[src/rtl/lpm_pkg.sv]
// Shared definitions for the LPM scheduler family: id-width helper and
// output-stage state encoding.
package lpm_pkg;

  // Bits needed to index n items; never returns less than 1.
  function automatic int clog2(input int n);
    int r;
    r = 1;
    for (int i = 1; i < 32; i++) begin
      if ((1 << i) < n) r = i + 1;
    end
    return r;
  endfunction

  typedef enum logic {
    LPM_EMPTY = 1'b0,
    LPM_FULL  = 1'b1
  } lpm_state_t;

endpackage

[src/rtl/lpm_inv.sv]
// Bitwise inverter datapath shared by the LPM schedulers.
module lpm_inv #(
  parameter int lpm_width = 8
) (
  input  logic [lpm_width-1:0] data,
  output logic [lpm_width-1:0] result
);

  assign result = ~data;

endmodule

[src/rtl/lpm_rr_arb.sv]
// Combinational round-robin picker: searches req from ptr+1 upward with
// wrap, returns the winner index and a one-hot grant qualified by en.
module lpm_rr_arb
  import lpm_pkg::*;
#(
  parameter int lpm_reqs = 4,
  localparam int ID_W = clog2(lpm_reqs)
) (
  input  logic [lpm_reqs-1:0] req,
  input  logic [ID_W-1:0]     ptr,
  input  logic                en,
  output logic [lpm_reqs-1:0] gnt,
  output logic [ID_W-1:0]     sel
);

  always_comb begin
    logic found;
    int   idx;
    // NOTE: every output gets a default first so no path leaves it unassigned (no latch).
    found = 1'b0;
    sel   = '0;
    gnt   = '0;
    idx   = 0;
    // Offsets 1..lpm_reqs: the current holder of ptr is checked last.
    for (int k = 1; k <= lpm_reqs; k++) begin
      idx = int'(ptr) + k;
      if (idx >= lpm_reqs) idx = idx - lpm_reqs;
      if (!found && req[idx]) begin
        found = 1'b1;
        sel   = ID_W'(idx);
      end
    end
    if (en && found) gnt[sel] = 1'b1;
  end

endmodule

[src/rtl/lpm_inv_arb.sv]
// Round-robin scheduler sharing one lpm_inv among lpm_reqs requesters, with a
// single registered valid/ready output stage tagged by requester index.
module lpm_inv_arb
  import lpm_pkg::*;
#(
  parameter string lpm_type  = "lpm_inv_arb",
  parameter int    lpm_width = 8,
  parameter int    lpm_reqs  = 4,
  parameter string lpm_hint  = "UNUSED",
  localparam int   ID_W      = clog2(lpm_reqs)
) (
  input  logic                          clock,
  input  logic                          aclr_n,
  input  logic [lpm_reqs-1:0]           req,
  input  logic [lpm_reqs*lpm_width-1:0] data,
  output logic [lpm_reqs-1:0]           gnt,
  output logic [lpm_width-1:0]          result,
  output logic [ID_W-1:0]               result_id,
  output logic                          result_valid,
  input  logic                          result_ready
);

  lpm_state_t           state, state_nxt;
  logic [ID_W-1:0]      ptr;
  logic [ID_W-1:0]      sel;
  logic                 can_load;
  logic                 xfer;
  logic [lpm_width-1:0] op_mux;
  logic [lpm_width-1:0] inv_q;

  assign result_valid = (state == LPM_FULL);
  assign can_load     = !result_valid || result_ready;
  assign xfer         = |gnt;

  // Grants are suppressed while reset is held so no transfer is ever implied.
  lpm_rr_arb #(.lpm_reqs(lpm_reqs)) u_arb (
    .req (req),
    .ptr (ptr),
    .en  (can_load && aclr_n),
    .gnt (gnt),
    .sel (sel)
  );

  always_comb begin
    op_mux = '0;
    for (int i = 0; i < lpm_reqs; i++) begin
      if (sel == ID_W'(i)) op_mux = data[i*lpm_width +: lpm_width];
    end
  end

  lpm_inv #(.lpm_width(lpm_width)) u_inv (
    .data   (op_mux),
    .result (inv_q)
  );

  always_comb begin
    state_nxt = state;
    case (state)
      LPM_EMPTY: if (xfer) state_nxt = LPM_FULL;
      LPM_FULL:  if (result_ready && !xfer) state_nxt = LPM_EMPTY;
      default:   state_nxt = LPM_EMPTY;
    endcase
  end

  // NOTE: sequential state uses non-blocking assignments so all registers update together.
  always_ff @(posedge clock or negedge aclr_n) begin
    if (!aclr_n) state <= LPM_EMPTY;
    else         state <= state_nxt;
  end

  // ptr resets to the last index so requester 0 is searched first.
  always_ff @(posedge clock or negedge aclr_n) begin
    if (!aclr_n) begin
      result    <= '0;
      result_id <= '0;
      ptr       <= ID_W'(lpm_reqs - 1);
    end else if (xfer) begin
      result    <= inv_q;
      result_id <= sel;
      ptr       <= sel;
    end
  end

endmodule

[config.mk]
export PLATFORM = sky130hd
export DESIGN_NAME = lpm_inv_arb
export DESIGN_NICKNAME = d
export VERILOG_FILES = /design/src/rtl/lpm_pkg.sv /design/src/rtl/lpm_inv.sv /design/src/rtl/lpm_rr_arb.sv /design/src/rtl/lpm_inv_arb.sv
export SDC_FILE = /design/constraint.sdc
export NUM_CORES = 1
export LEC_CHECK = 0
export ABC_CLOCK_PERIOD_IN_PS = 19150
export CORE_MARGIN = 4
export CORE_UTILIZATION = 30
export CTS_BUF_LIST = sky130_fd_sc_hd__clkbuf_2 sky130_fd_sc_hd__clkbuf_4 sky130_fd_sc_hd__clkbuf_8
export DETAILED_ROUTE_END_ITERATION = 16
export SLEW_MARGIN = 10
export SYNTH_ARGS = -nofsm -noshare
export SYNTH_HDL_FRONTEND = slang
export SYNTH_HIERARCHICAL = 1
export SYNTH_SLANG_ARGS = --single-unit
[constraint.sdc]
create_clock -name clock -period 19.15 [get_ports clock]
set_clock_uncertainty 0.05 [all_clocks]
set_input_delay 1.915 -clock clock [delete_from_list [all_inputs] [get_ports clock]]
set_output_delay 1.915 -clock clock [all_outputs]
set_load 0.1 [all_outputs]
# Word level (Yosys, flattened, before mapping)
# Cells that the tools add are included.
word_totals:
  register_bits: 73
  out_inout_bits: 45
  word_cells: 76
classes:
  n_eq_ne: 3
  order_cmp: 10
  n_reduce_logical: 15
  add_sub_neg: 8
  bitwise: 2
  n_mux: 34
ops:
  columns: ["op", "count"]
  rows:
  - ["$mux 32", 8]
  - ["$ge 32x4->1 const B", 4]
  - ["$lt 32x4->1 const B", 4]
  - ["$sub 32x4->32 const B", 4]
  - ["$add 32x3->32 const B", 2]
  - ["$eq 32x2->1 const B", 2]
  - ["$add 32x2->32 const B", 1]
  - ["$add 32x4->32 const B", 1]
  - ["$eq 32x1->1 const B", 1]
  - ["$ge 32x1->1 const B", 1]
  - ["$logic_not 32->1", 1]
  - ["$lt 32x3->1 const B", 1]
  - ["$mux 8", 4]
  - ["$mux 1", 15]
  - ["$bmux 1 s2", 4]
  - ["$not 8->8", 1]
  - ["$logic_and 1x1->1", 7]
  - ["$logic_not 1->1", 5]
  - ["$mux 4", 1]
  - ["$reduce_or 4->1", 1]
  - ["$demux 1 s2", 1]
  - ["$pmux 1 s2", 1]
  - ["$logic_or 1x1->1", 1]
  - ["$not 1->1", 1]

# Logic depth before layout (Yosys ltp)
logic_depth:
  ltp_word: 26
  mapped_depth: 25
  mapped_depth_nobuf: 20

# By module
# The synthesis kept the hierarchy.
modules_own_cells:
  columns: ["mod", "instances", "cells_per_inst", "seq_area_each_um2", "area_each_um2"]
  rows:
  - ["lpm_rr_arb", 1, 1219, 0.0, 7853.8]
  - ["lpm_inv_arb", 1, 161, 1078.5, 2147.1]
  - ["lpm_inv", 1, 8, 0.0, 30.0]

# Worst setup path after synthesis
# Ideal clock, no wire load.
synth_path:
  path_kind: "register to output"
  startpoint: "reg ptr[0]"
  endpoint: "out gnt[0]"
  slack_ps: 8856
  required_time_ps: 17185
  arrival_time_ps: 8329
  stages_incl_launch_ff: 17
  cell_sequence: "dfstp_2 buf_2 buf_1 inv_1 ha_1 nand4b_1 nor3_1 xnor2_1 nand2_1 or3_1 and2_1 or4_1 nand3_1 nand4_1 or4_1 or4_1 nor4b_1"
synth_via:
  elab_chain_cells: 21
synth_rtl:
  columns: ["item", "line_no", "source"]
  rows:
  - ["from (decl)", "lpm_inv_arb.sv:24", "logic [ID_W-1:0] ptr;"]
  - ["from (signal assigned)", "lpm_inv_arb.sv:76", "ptr <= ID_W'(lpm_reqs - 1);"]
  - ["from (signal assigned)", "lpm_inv_arb.sv:80", "ptr <= sel;"]
  - ["$add 32x2->32", "lpm_rr_arb.sv:26", "idx = int'(ptr) + k;"]
  - ["$sub 32x4->32 / $ge 32x4->1 (equally long branches)", "lpm_rr_arb.sv:27", "if (idx >= lpm_reqs) idx = idx - lpm_reqs;"]
  - ["$mux 32", "lpm_rr_arb.sv:27", null]
  - ["$bmux 1 s2", "lpm_rr_arb.sv:28", "if (!found && req[idx]) begin"]
  - ["$mux 1 (implied by the code) (2 in a row)", "lpm_rr_arb.sv:28", null]
  - ["$mux 1", "lpm_rr_arb.sv:28", null]
  - ["$logic_not 1->1", "lpm_rr_arb.sv:28", null]
  - ["$logic_and 1x1->1", "lpm_rr_arb.sv:28", null]
  - ["(+5 left out)", null, null]
  - ["$logic_and 1x1->1", "lpm_rr_arb.sv:28", null]
  - ["$mux 32 *", "lpm_rr_arb.sv:28", null]
  - ["via sel[28]", "lpm_inv_arb.sv:25", "logic [ID_W-1:0] sel;"]
  - ["$ge 32x1->1 (implied by the code) / $lt 32x3->1 (equally long branches)", "lpm_rr_arb.sv:33", "if (en && found) gnt[sel] = 1'b1;"]
  - ["$logic_and 1x1->1 (implied by the code) *", "lpm_rr_arb.sv:33", null]
  - ["$mux 1 (implied by the code) *", "lpm_rr_arb.sv:33", null]
  - ["$demux 1 s2 *", null, null]
  - ["$mux 4 *", "lpm_rr_arb.sv:33", null]
  - ["to (decl)", "lpm_inv_arb.sv:16", "output logic [lpm_reqs-1:0] gnt,"]
# The timed path passes the listed nets; every way through them passes the cells marked *. The select of a mux whose other input is x is not followed.

==> impl_metrics.toml <==
[yosys]
synth.lib_cells_used.distinct = 91
synthCells = 1388
yosys_warnings = 6
synth_largest_type_area_fraction = 0.1023
synth_sequential_area_ratio = 0.1075
flops_latches_synth = 43
synth_edf_count = 0
synthesis.area_sq_mm = 0.01003
synth_largest_area_cell = "sky130_fd_sc_hd__dfrtp_1"
synth_area_leaders = "sky130_fd_sc_hd__dfrtp_1, sky130_fd_sc_hd__xnor2_1, sky130_fd_sc_hd__nor4_1, sky130_fd_sc_hd__nand4_1, sky130_fd_sc_hd__nand2_1"
postSynthNetCount = 1443
synth_top_flop_cell = "sky130_fd_sc_hd__dfrtp_1"
synthArstFlopShare = 1.000
mean_area_per_synthesized_cell_sq_um = 7.227

[cts]
sink_count_of_the_clock_tree = 43
root_buffer = "sky130_fd_sc_hd__clkbuf_8"
cts_setup_buffers = 0
cts_made_buffers = 5
clock_latency_ps = 320
tritoncts = "done"
ctsHtreeMaxLevel = 2
cts_hold_repair.buffers = 0
cts_max_path_buffers = 2
cts_resized = 0
clk_transition_reported_paths_ps = 100

[timing]
max_slew_margin = 0.2113
hold_viol_final = 0
number_of_failing_setup_endpoints_in_the_final_timing_report = 0
worstMarginPinSlew_ps = 1180
unrepaired_setup_endpoints_after_global_routing = "no"
total_negative_setup_slack_ps = 0
fmax_mhz = 94.92
finalWorstPathRequiredPeriod_ps = 10530
timing.final.crit_share = 0.5501
number_of_pins_with_negative_max_slew_slack_in_the_final_report = 0

[global_routing]
grt.overflow.total = 0
vias_in_the_first_global_route = 11149
first_pass_grt_wire_length_microns = 75350
grt_use_total = 0.2728
largest_net_degree_at_the_start_of_global_routing = 46
initial_antenna_violation_count = 1

[detailed_routing]
drt-total-wl_microns = 51500
route.vias.total = 11979
post_drt_via_cell_ratio = 6.571
detailedRoute.firstIterationViolations = 1667
drcViolationCount = 0
final_antenna_net_count = 0
average_wire_per_cell_in_the_routed_design_microns = 28.25
drt-pass1-iter-count = 7

[worst_setup_path]
cp.arrival_ps = 8570
critPathLaunchType = "flop"
timing.reg2reg.worst_path_depth = 15
cp-end-kind = "output pin"
critical_path_class = "reg -> out"
worst_ep_required_time_ps = 17190
timing.critical_path.fanout_max = 27

[placed_design]
finalWeightedCongestion = 1.011
detailedPlacementHpwl_microns = 40830
port-buffer-count = 83

[status]
run_status = "complete, no violations"

[floorplan]
die_width_microns = 190.9
floorplan.die_area_sq_mm = 0.03643
fp.coreArea_sq_mm = 0.03278
core.rowCount = 66
pin_count = 84
floorplan.initialDensity = 0.3060
die_ht_microns = 190.9

[finish]
ratio_of_cells_with_drive_above_1_in_the_final_layout = 0.1137
mostFrequentLayoutCell = "sky130_fd_sc_hd__nand2_1"
final.fill_count = 3561
layout.cells.most_common_list = "sky130_fd_sc_hd__nand2_1, sky130_fd_sc_hd__nor2_1, sky130_fd_sc_hd__nor4_1"
diodes = 0
layout_overhead_on_the_synthesized_area_pct = 10.40
nets = 1435

[worst_hold_path]
hold_path_depth = 2
holdCritPathClass = "reg -> reg"

[run]
cap_viol_max_count = 0
-- cell usage after synthesis, drive strengths merged, types with 6 or more instances --
cell    count
a221oi      7
mux2i       7
xor2       45
and4       16
nor2b      13
mux4       10
buf        90
nor4b       8
nand4      82
dfrtp      41
o21a       14
o21ai      50
o31ai      16
mux2       42
a31o        8
a311oi      8
or3        30
a211oi     10
xnor2      83
nor3b       6
nand3b      6
and4b       6
and3       27
nand2b     10
a21oi      23
nor2       92
a211o       6
and2       30
a31oi      22
nand2     122
nand4b      8
o31a        6
o211ai      8
or4        36
nor3       58
ha         16
or2        15
o41ai       6
inv        26
clkbuf     49
nand3      69
nor4       96
-- state kept, by name, summed over array words and instances, names as in the netlist --
name	count
ptr	2
result_valid	1
result	8
result_id	32
-- layout make-up --
cell class,count,area [sq um],area share
Tap cell,442,553.0,0.04994
Multi-Input combinational cell,1180,8119,0.7331
Inverter,26,97.59,0.008813
Clock inverter,3,23.77,0.002147
Sequential cell,43,1079,0.09739
Clock buffer,5,68.82,0.006214
Timing Repair Buffer,124,1134,0.1024
-- logic make-up after synthesis --
group / synth area share
buffers and inverters: 0.08482
and+or+nand+nor: 0.4241
DFF: 0.1075
xor gates and xnor gates: 0.1118
muxes: 0.07659
adders and majority gates: 0.01996
AOI/OAI and AO/OA: 0.1753
-- through the flow --
| step | std cells | area (sq um) | util | hold slack [ps] | setup slack (ps) |
|---|---|---|---|---|---|
| 3_3_place_gp | 1815 | 10970 | 0.3347 | 420.5 | 8974 |
| 5_1_grt | 1823 | 11070 | 0.3378 | 454.8 | 8336 |
| 3_5_place_dp | 1815 | 10980 | 0.3350 | 427.3 | 9094 |
| 2_1_floorplan | 1388 | 10030 | - | 416.0 | 8856 |
| 4_1_cts | 1823 | 11070 | 0.3378 | 445.9 | 8784 |
| 6_report | 1823 | 11070 | 0.3378 | 449.0 | 8615 |
-- path summary, 6_finish.rpt --
kind                              start  slack [ps]             to
setup / recovery           result_id[6]        8620         gnt[0]
hold / removal             result_id[1]         450   result_id[1]
setup reg to reg           result_id[6]       11160  result_id[31]
hold reg to reg            result_id[1]         450   result_id[1]
max in group asynchronous        aclr_n       16900  result_id[17]
min in group asynchronous        aclr_n        1740  result_id[22]
-- routing by layer --
layer / vias to the layer above / track usage / part of all wire
met5: - / 0 / 0.00025
met3: 133 / 0.05676 / 0.11
met4: 2 / 0.1039 / 0.046
met2: 744 / 0.4184 / 0.43
met1: 5802 / 0.3762 / 0.41
li1: 5298 / - / -
-- worst max-delay path: stages, from the launching register on --
cell                              delay, ps
sky130_fd_sc_hd__dfrtp_1                920
sky130_fd_sc_hd__nand4_2                720
sky130_fd_sc_hd__or4_4                  840
sky130_fd_sc_hd__o31a_1                 310
sky130_fd_sc_hd__nor4_2                 410
sky130_fd_sc_hd__and4_1                 420
sky130_fd_sc_hd__and4_1                 760
sky130_fd_sc_hd__nor4_1                 170
sky130_fd_sc_hd__a211oi_1               620
sky130_fd_sc_hd__o2111ai_1              160
sky130_fd_sc_hd__or4_1                  420
sky130_fd_sc_hd__or4_1                  570
sky130_fd_sc_hd__nor4b_1                640
sky130_fd_sc_hd__clkdlybuf4s50_1       1260
Power is left out: the tool's default activity adds up to more than one toggle a clock period on the data nets, which glitch-free logic cannot reach.
